`src/rtl/dma_bus_arbiter_if.sv`:
```
// Arbitration bundle between DMA masters, the arbiter and the 68SEC000 BR/BG pins.
// The slave modport is the arbiter's view. The master modport is the view of the
// masters and the CPU side.
interface dma_bus_arbiter_if #(
  parameter int NUM_MASTERS = 2
);
  localparam int ID_W = (NUM_MASTERS > 1) ? $clog2(NUM_MASTERS) : 1;

  logic                   ENABLE;
  logic                   AS_n;
  logic [NUM_MASTERS-1:0] BR_n;
  logic [NUM_MASTERS-1:0] BGACK_n;
  logic                   CPU_BG_n;
  logic [NUM_MASTERS-1:0] BG_n;
  logic                   CPU_BR_n;
  logic [ID_W-1:0]        GRANT_ID;
  logic                   GRANT_VALID;
  logic                   TIMEOUT_ERR;

  modport slave (
    input  ENABLE, AS_n, BR_n, BGACK_n, CPU_BG_n,
    output BG_n, CPU_BR_n, GRANT_ID, GRANT_VALID, TIMEOUT_ERR
  );

  modport master (
    output ENABLE, AS_n, BR_n, BGACK_n, CPU_BG_n,
    input  BG_n, CPU_BR_n, GRANT_ID, GRANT_VALID, TIMEOUT_ERR
  );
endinterface

```
`src/rtl/dma_bus_arbiter.sv`:
```
// Maps N three-wire (BR/BG/BGACK) DMA masters onto the two-wire BR/BG of the 68SEC000.
// Supports fixed or round-robin priority and a grant-acknowledge timeout.
// A finishing tenure can be handed straight to the next master while the CPU
// still holds BG low.
module dma_bus_arbiter #(
  parameter int NUM_MASTERS   = 2,
  parameter int ROUND_ROBIN   = 0,
  parameter int GRANT_TIMEOUT = 16
) (
  input logic              C7M,
  input logic              RESET,
  dma_bus_arbiter_if.slave bus
);
  localparam int ID_W = (NUM_MASTERS > 1) ? $clog2(NUM_MASTERS) : 1;
  localparam logic [7:0] TO_LAST = 8'(GRANT_TIMEOUT - 1);

  typedef enum logic [2:0] {IDLE, REQ_CPU, GRANT, OWNED, RELEASE} state_t;

  state_t                 state, state_nx;
  logic [NUM_MASTERS-1:0] req;
  logic [NUM_MASTERS-1:0] bg_n, bg_n_nx;
  logic                   cpu_br_n, cpu_br_n_nx;
  logic                   grant_valid, grant_valid_nx;
  logic                   timeout_err, timeout_err_nx;
  logic [ID_W-1:0]        grant_id, grant_id_nx;
  logic [ID_W-1:0]        rr_ptr, rr_ptr_nx;
  logic [7:0]             cnt, cnt_nx;
  logic [ID_W-1:0]        base, sel, hi_idx, lo_idx;
  logic                   hi_found;
  logic                   bus_free, acked, issue;

  assign req      = ~bus.BR_n;
  assign bus_free = ~bus.CPU_BG_n & bus.AS_n;
  assign acked    = ~bus.BGACK_n[grant_id];
  // rr_ptr holds the index just after the last grantee, so the search begins there.
  assign base     = (ROUND_ROBIN != 0) ? rr_ptr : '0;

  // Priority select: first requester at or above base, else wrap to the lowest requester.
  always_comb begin
    hi_found = 1'b0;
    hi_idx   = '0;
    lo_idx   = '0;
    for (int i = NUM_MASTERS - 1; i >= 0; i--) begin
      if (req[i]) begin
        lo_idx = ID_W'(i);
        if (ID_W'(i) >= base) begin
          hi_found = 1'b1;
          hi_idx   = ID_W'(i);
        end
      end
    end
    sel = hi_found ? hi_idx : lo_idx;
  end

  // Next-state and next-output logic. A grant can be issued from REQ_CPU or from RELEASE.
  always_comb begin
    state_nx       = state;
    bg_n_nx        = bg_n;
    cpu_br_n_nx    = cpu_br_n;
    grant_valid_nx = grant_valid;
    grant_id_nx    = grant_id;
    rr_ptr_nx      = rr_ptr;
    cnt_nx         = cnt;
    timeout_err_nx = 1'b0;
    issue          = 1'b0;
    case (state)
      IDLE: begin
        if (bus.ENABLE && |req) begin
          cpu_br_n_nx = 1'b0;
          state_nx    = REQ_CPU;
        end
      end
      REQ_CPU: begin
        if (!(|req)) begin
          cpu_br_n_nx = 1'b1;
          state_nx    = IDLE;
        end else if (bus_free) begin
          issue = 1'b1;
        end
      end
      GRANT: begin
        // Only an ack or the timeout ends a grant. A dropped BR is ignored here.
        if (acked) begin
          bg_n_nx  = '1;
          state_nx = OWNED;
        end else if (cnt == TO_LAST) begin
          bg_n_nx        = '1;
          timeout_err_nx = 1'b1;
          grant_valid_nx = 1'b0;
          state_nx       = RELEASE;
        end else begin
          cnt_nx = cnt + 8'd1;
        end
      end
      OWNED: begin
        bg_n_nx = '1;
        if (!acked) begin
          grant_valid_nx = 1'b0;
          state_nx       = RELEASE;
        end
      end
      RELEASE: begin
        if (bus.ENABLE && |req && bus_free) begin
          issue = 1'b1;
        end else if (bus.ENABLE && |req) begin
          state_nx = REQ_CPU;
        end else begin
          cpu_br_n_nx = 1'b1;
          state_nx    = IDLE;
        end
      end
      default: state_nx = IDLE;
    endcase
    if (issue) begin
      bg_n_nx        = ~(NUM_MASTERS'(1) << sel);
      grant_id_nx    = sel;
      grant_valid_nx = 1'b1;
      cnt_nx         = '0;
      rr_ptr_nx      = (sel == ID_W'(NUM_MASTERS - 1)) ? '0 : sel + 1'b1;
      state_nx       = GRANT;
    end
  end

  // State and registered outputs. A synchronous reset drops any tenure without a handshake.
  always_ff @(posedge C7M) begin
    if (RESET) begin
      state       <= IDLE;
      bg_n        <= '1;
      cpu_br_n    <= 1'b1;
      grant_valid <= 1'b0;
      grant_id    <= '0;
      timeout_err <= 1'b0;
      rr_ptr      <= '0;
      cnt         <= '0;
    end else begin
      state       <= state_nx;
      bg_n        <= bg_n_nx;
      cpu_br_n    <= cpu_br_n_nx;
      grant_valid <= grant_valid_nx;
      grant_id    <= grant_id_nx;
      timeout_err <= timeout_err_nx;
      rr_ptr      <= rr_ptr_nx;
      cnt         <= cnt_nx;
    end
  end

  assign bus.BG_n        = bg_n;
  assign bus.CPU_BR_n    = cpu_br_n;
  assign bus.GRANT_ID    = grant_id;
  assign bus.GRANT_VALID = grant_valid;
  assign bus.TIMEOUT_ERR = timeout_err;
endmodule

```
`src/flat_wrapper.sv`:
```
// flat-port wrapper written by rule: the top's interface ports become plain ports
module dma_bus_arbiter_flat 
#(
  parameter int NUM_MASTERS   = 2,
  parameter int ROUND_ROBIN   = 0,
  parameter int GRANT_TIMEOUT = 16
)
  (C7M, RESET, bus_ENABLE, bus_AS_n, bus_BR_n, bus_BGACK_n, bus_CPU_BG_n, bus_BG_n, bus_CPU_BR_n, bus_GRANT_ID, bus_GRANT_VALID, bus_TIMEOUT_ERR);
  dma_bus_arbiter_if #(.NUM_MASTERS(NUM_MASTERS)) bus_i ();
  input logic C7M;
  input logic RESET;
  input wire logic [$bits(bus_i.ENABLE)-1:0] bus_ENABLE;
  input wire logic [$bits(bus_i.AS_n)-1:0] bus_AS_n;
  input wire logic [$bits(bus_i.BR_n)-1:0] bus_BR_n;
  input wire logic [$bits(bus_i.BGACK_n)-1:0] bus_BGACK_n;
  input wire logic [$bits(bus_i.CPU_BG_n)-1:0] bus_CPU_BG_n;
  output wire logic [$bits(bus_i.BG_n)-1:0] bus_BG_n;
  output wire logic [$bits(bus_i.CPU_BR_n)-1:0] bus_CPU_BR_n;
  output wire logic [$bits(bus_i.GRANT_ID)-1:0] bus_GRANT_ID;
  output wire logic [$bits(bus_i.GRANT_VALID)-1:0] bus_GRANT_VALID;
  output wire logic [$bits(bus_i.TIMEOUT_ERR)-1:0] bus_TIMEOUT_ERR;
  assign bus_i.ENABLE = bus_ENABLE;
  assign bus_i.AS_n = bus_AS_n;
  assign bus_i.BR_n = bus_BR_n;
  assign bus_i.BGACK_n = bus_BGACK_n;
  assign bus_i.CPU_BG_n = bus_CPU_BG_n;
  assign bus_BG_n = bus_i.BG_n;
  assign bus_CPU_BR_n = bus_i.CPU_BR_n;
  assign bus_GRANT_ID = bus_i.GRANT_ID;
  assign bus_GRANT_VALID = bus_i.GRANT_VALID;
  assign bus_TIMEOUT_ERR = bus_i.TIMEOUT_ERR;
  dma_bus_arbiter #(.NUM_MASTERS(NUM_MASTERS), .ROUND_ROBIN(ROUND_ROBIN), .GRANT_TIMEOUT(GRANT_TIMEOUT)) u_core (.C7M(C7M), .RESET(RESET), .bus(bus_i));
endmodule
```
`config.mk`:
```
export PLATFORM = sky130hd
export DESIGN_NAME = dma_bus_arbiter_flat
export DESIGN_NICKNAME = d
export VERILOG_FILES = /design/src/rtl/dma_bus_arbiter_if.sv /design/src/rtl/dma_bus_arbiter.sv /design/src/flat_wrapper.sv
export SDC_FILE = /design/constraint.sdc
export NUM_CORES = 1
export LEC_CHECK = 0
export CAP_MARGIN = 30
export CELL_PAD_IN_SITES_DETAIL_PLACEMENT = 1
export CELL_PAD_IN_SITES_GLOBAL_PLACEMENT = 2
export CORE_MARGIN = 2
export CORE_UTILIZATION = 31
export CTS_CLUSTER_SIZE = 30
export DETAILED_ROUTE_END_ITERATION = 8
export PLACE_DENSITY_LB_ADDON = 0.1
export SLEW_MARGIN = 20
export SYNTH_ARGS = -nofsm -noshare
export SYNTH_HDL_FRONTEND = slang
export SYNTH_SLANG_ARGS = --single-unit
```
`constraint.sdc`:
```
create_clock -name C7M -period 1.9 [get_ports C7M]
set_input_delay 0.285 -clock C7M [delete_from_list [all_inputs] [get_ports C7M]]
set_output_delay 0.285 -clock C7M [all_outputs]
set_load 0.02 [all_outputs]
```
# == Word level (Yosys, flattened, before mapping) ==
# Cells that the tools add are included.
# totals
register_bits,17
input_bits,9
output_inout_bits,6
elab_cells,82
# op_classes
n_addsub,1
magnitude_cmp,1
n_eq_ne,18
shift,1
mux,32
bitwise,7
n_reduce_logical,14
# ops
cell,count
3-bit 2-to-1 mux,6
1-bit 2-to-1 mux,17
3-bit case mux with 5 select lines,1
5-bit AND reduction,3
"3-bit by 1-bit inequality test with 1-bit output, second input constant",4
"3-bit by 2-bit inequality test with 1-bit output, second input constant",3
"8-bit by 1-bit adder with 8-bit output, second input constant",1
"8-bit by 4-bit equality test with 1-bit output, second input constant",1
2-bit 2-to-1 mux,4
"3-bit by 2-bit equality test with 1-bit output, second input constant",2
"2-bit inequality test, second input constant",3
3-bit nonzero test,2
"2-bit by 1-bit inequality test with 1-bit output, second input constant",2
"4-bit by 2-bit inequality test with 1-bit output, second input constant",1
1-bit inverter,4
2-bit inverter,2
1-bit case mux with 2 select lines,2
2-bit case mux with 2 select lines,1
4-bit AND reduction,1
2-bit OR reduction,2
"3-bit by 1-bit equality test with 1-bit output, second input constant",1
"3-bit equality test, second input constant",1
3-bit zero test,1
1-bit case mux with 3 select lines,1
7 further kinds,8

# == Depth between registers and ports, before layout ==
# depth
depth_word,8
ltp_mapped,6
ltp_nobuf,5

# == Least setup slack after synthesis ==
# Ideal clock, no wire load.
# synth_timing
path_type,register -> register
from,register u_core.cnt[5]
to,register u_core.cnt[1]
setup_ns,0.115
t_arrival_ns,1.450
required_ns,1.785
slack_ns,0.335
path_stages_with_launch,5
path_buffers,0
period_less_slack_ns,1.565
path_cell_list,dfxtp_1 -> or4_4 -> o211ai_4 -> mux2i_1 -> nor2_2
# synth_between
elab_chain_len,3
# synth_rtl
item,line,rtl
start: declaration,dma_bus_arbiter.sv:27,"logic [7:0] cnt, cnt_nx;"
start signal: assignment,dma_bus_arbiter.sv:143,cnt <= cnt_nx;
8-bit by 4-bit equality test with 1-bit output,dma_bus_arbiter.sv:86,end else if (cnt == TO_LAST) begin
1-bit inverter (no line),-,
3-bit AND reduction (no line),-,
# Every way passes these cells.
# A chain may end at the register's enable or synchronous reset.

# == Final worst setup path ==
# Same ends and word-level chain as after synthesis.

==> metrics.md <==
| Metric | Value |
|---|---|
| Slew Limit Headroom | 75.4% |
| Clk Latency, worst-skew pair | 0.29 ns |
| Synth Area in Adders | 1.41% |
| Simple-gate share of the synthesized area | 28.1% |
| Area growth syn-to-layout | 27.1% |
| WL final | 2190 um |
| XOR/XNOR share of the synthesized area | 1.97% |
| Largest net degree at the start of global routing | 14 |
| Tot GR Track Use | 15.0% |
| Leak pwr | 0.404 nW |
| CP Capture Type | flop |
| Remaining DRCs | 0 |
| Area after DPL | 1080 um^2 |
| Worst Hold Class | reg -> reg |
| H-tree Lvls | 1 |
| Clock sinks | 17 |
| First-pass DRT Iterations | 3 |
| Seq cells post-synth | 17 |
| Core area | 2730 um^2 |
| ANT cells | 0 |
| GR Overflow Total | 0 |
| Post-route antenna net violation count | 0 |
| Status | finished, final reports clean |
| Setup TNS | 0 ns |
| Share of cells above drive strength 1 | 14.5% |
| Final nets | 128 |
| Synth area leader | dfxtp_1 |
| Fin. Hold Viols | 0 |
| Period Utilization, post-route | 89.9% |
| Port Buffers | 14 |
| Initial antenna violation count | 0 |
| Measured slew at the worst slew-check pin | 0.368 ns |
| TritonCTS Buffers | 3 |
| Synth top area share | 38.3% |
| Clock transition at path regs | 0.10 ns |
| PwrDens | 596 nW/um^2 |
| Synth top area cells | dfxtp_1 (38%), a21oi_1 (3.9%), nor3_1 (3.9%), o21ai_0 (3.4%), nor2_1 (3.4%) |
| DIE WIDTH | 57.6 um |
| FF-to-FF setup slack | 0.19 ns |
| Maximum vdd drop | 371 uV |
| Vias per Instance | 5.47 |
| Vias in the first global route | 852 |
| Row count | 19 |
| Seq/Total Area, Yosys | 38.3% |
| Critical path required time | 2.09 ns |
| Max Slew Vio Count | 0 |
| Post-Syn Nets | 107 |
| Clock root buffer | clkbuf_4 |
| Grt met2 use | 24.5% |
| Yosys warnings | 0 |
| Gr busiest metal | met2 |
| Hold bufs inserted after CTS | 0 |
| Largest family of logic cells by synthesized area | simple AND/OR/NAND/NOR gates |
| Mapped Area | 890 um^2 |
| First-pass GRT wire length | 3860 um |
| Mean post-synth cell area | 9.17 um^2 |
| Global placement routability congestion | 0.723 |
| WP data arrival | 1.90 ns |
| Starting DRT DRC Count | 14 |
| Crit path kind | reg -> reg |
| CP Max Fanout | 9 |
| Initial Util | 32.5% |
| CP startpoint kind | flop |
| Setup ws final | 0.191 ns |
| Util after Layout | 41.4% |
| Final setup viols | 0 |
| Grt met3 use | 2.72% |
| Clk buf depth | 2 |
| TritonCTS clock tree | built |
| Vias | 809 |
| Post-CTS Resized | 0 |
| Mapped Cells | 97 |
| Distinct cells, synth | 39 |
| Post-route clock skew | 0.00517 ns |
| Multiplexer area fraction after synthesis | 3.52% |
| Pre-CTS WS | 0.0779 ns |
| RSZ-0062 raised after global routing | false |
| Max-cap violations | 0 |
| Fmax | 585 MHz |
| # IOs | 15 |
| Design Area, Final | 1130 um^2 |
| Post-synthesis compound-gate area fraction | 24.3% |
| Grt met1 use | 19.1% |
| Post-CTS setup buffers | 0 |
| Routed wire length per instance | 14.8 um |
| Die area | 3310 um^2 |
| Final Critical Period | 1.71 ns |
| DP Wirelength | 1600 um |
| DIE HEIGHT | 57.6 um |
[registers in the layout, summed over array words and instances, names as in the netlist]
register and count:
u_core.bus.BG_n 2, u_core.bus.TIMEOUT_ERR 1, u_core.bus.GRANT_ID 1, u_core.cnt 8
u_core.state 3, u_core.bus.GRANT_VALID 1, u_core.bus.CPU_BR_n 1
[cells in the final DEF, fill, tap and decap left out, types with 4 or more instances in the layout]
| master | Yosys | routed |
|---|---|---|
| or3_1 | 4 | 4 |
| buf_4 | 0 | 4 |
| o21ai_0 | 6 | 6 |
| nor3_1 | 7 | 7 |
| nand4_1 | 4 | 4 |
| nor2_1 | 8 | 8 |
| clkdlybuf4s50_1 | 0 | 14 |
| dfxtp_1 | 17 | 17 |
| a21oi_1 | 7 | 7 |
[final cells by class]
class	instances	area [um^2]
multi-input combinational	75	528
clock buffer	4	26.3
fill	335	1600
inverter	2	7.51
tap	31	38.8
timing repair buffer	19	190
sequential	17	340
[synthesized netlist by cell type, drive strengths merged]
master	number
o211ai	2
a21oi	7
a221o	1
mux2	1
a31oi	2
ha	1
and3b	1
buf	2
mux2i	2
and4	1
o21ai	7
nand2	3
nor3	7
nand4	4
o21ba	1
xor2	2
nor4	1
nor2b	3
a211oi	2
nand4b	1
nor3b	2
o2111ai	1
or3	4
or4	2
a21o	1
nor2	9
a21bo	1
inv	2
clkbuf	1
nand2b	1
o2bb2ai	1
o21a	1
nand3	3
dfxtp	17
[layer usage]
metal | wire (um) | up-vias
li1 | - | 409
met1 | 1050 | 390
met2 | 1050 | 8
met3 | 69 | 2
met4 | 17 | 0
met5 | 0 | -
[cell families after synthesis]
group,count (synthesis)
fa+ha+maj,1
compound gates,27
xor+xnor,2
simple gates,42
buf+inv,5
flops,17
mux,3
[per-stage QoR]
step | power (W) | hold slack (ns) | std cells
global route | 0.000716 | 0.563 | 148
global placement | 0.000483 | 0.483 | 143
floorplan | 0.000437 | 0.439 | 97
CTS | 0.000684 | 0.518 | 147
finish | 0.000675 | 0.513 | 148
detailed placement | 0.000484 | 0.502 | 143
[final timing paths]
check / startpoint / end / cells after the start
min reg2reg: u_core.cnt[3]$_SDFFE_PP0P_ / u_core.cnt[3]$_SDFFE_PP0P_ / 2
max reg2reg: u_core.cnt[5]$_SDFFE_PP0P_ / u_core.cnt[1]$_SDFFE_PP0P_ / 5
max: u_core.cnt[5]$_SDFFE_PP0P_ / u_core.cnt[1]$_SDFFE_PP0P_ / 5
min: u_core.cnt[3]$_SDFFE_PP0P_ / u_core.cnt[3]$_SDFFE_PP0P_ / 2
[report_power, final]
group | internal (W) | switching (W) | leakage [nW]
Clock | 0.0000816 | 0.000115 | 0.0150
Sequential | 0.000365 | 0.0000110 | 0.138
Combinational | 0.0000524 | 0.0000498 | 0.251
Total | 0.000499 | 0.000176 | 0.404
[critical path, cell delays in order (launching register included)]
cell and delay, ns:
dfxtp_1 0.37, or4_4 0.59, o211ai_4 0.23, buf_12 0.16, mux2i_1 0.21, nor2_2 0.04
No activity file was read; power rests on OpenSTA's default activity.
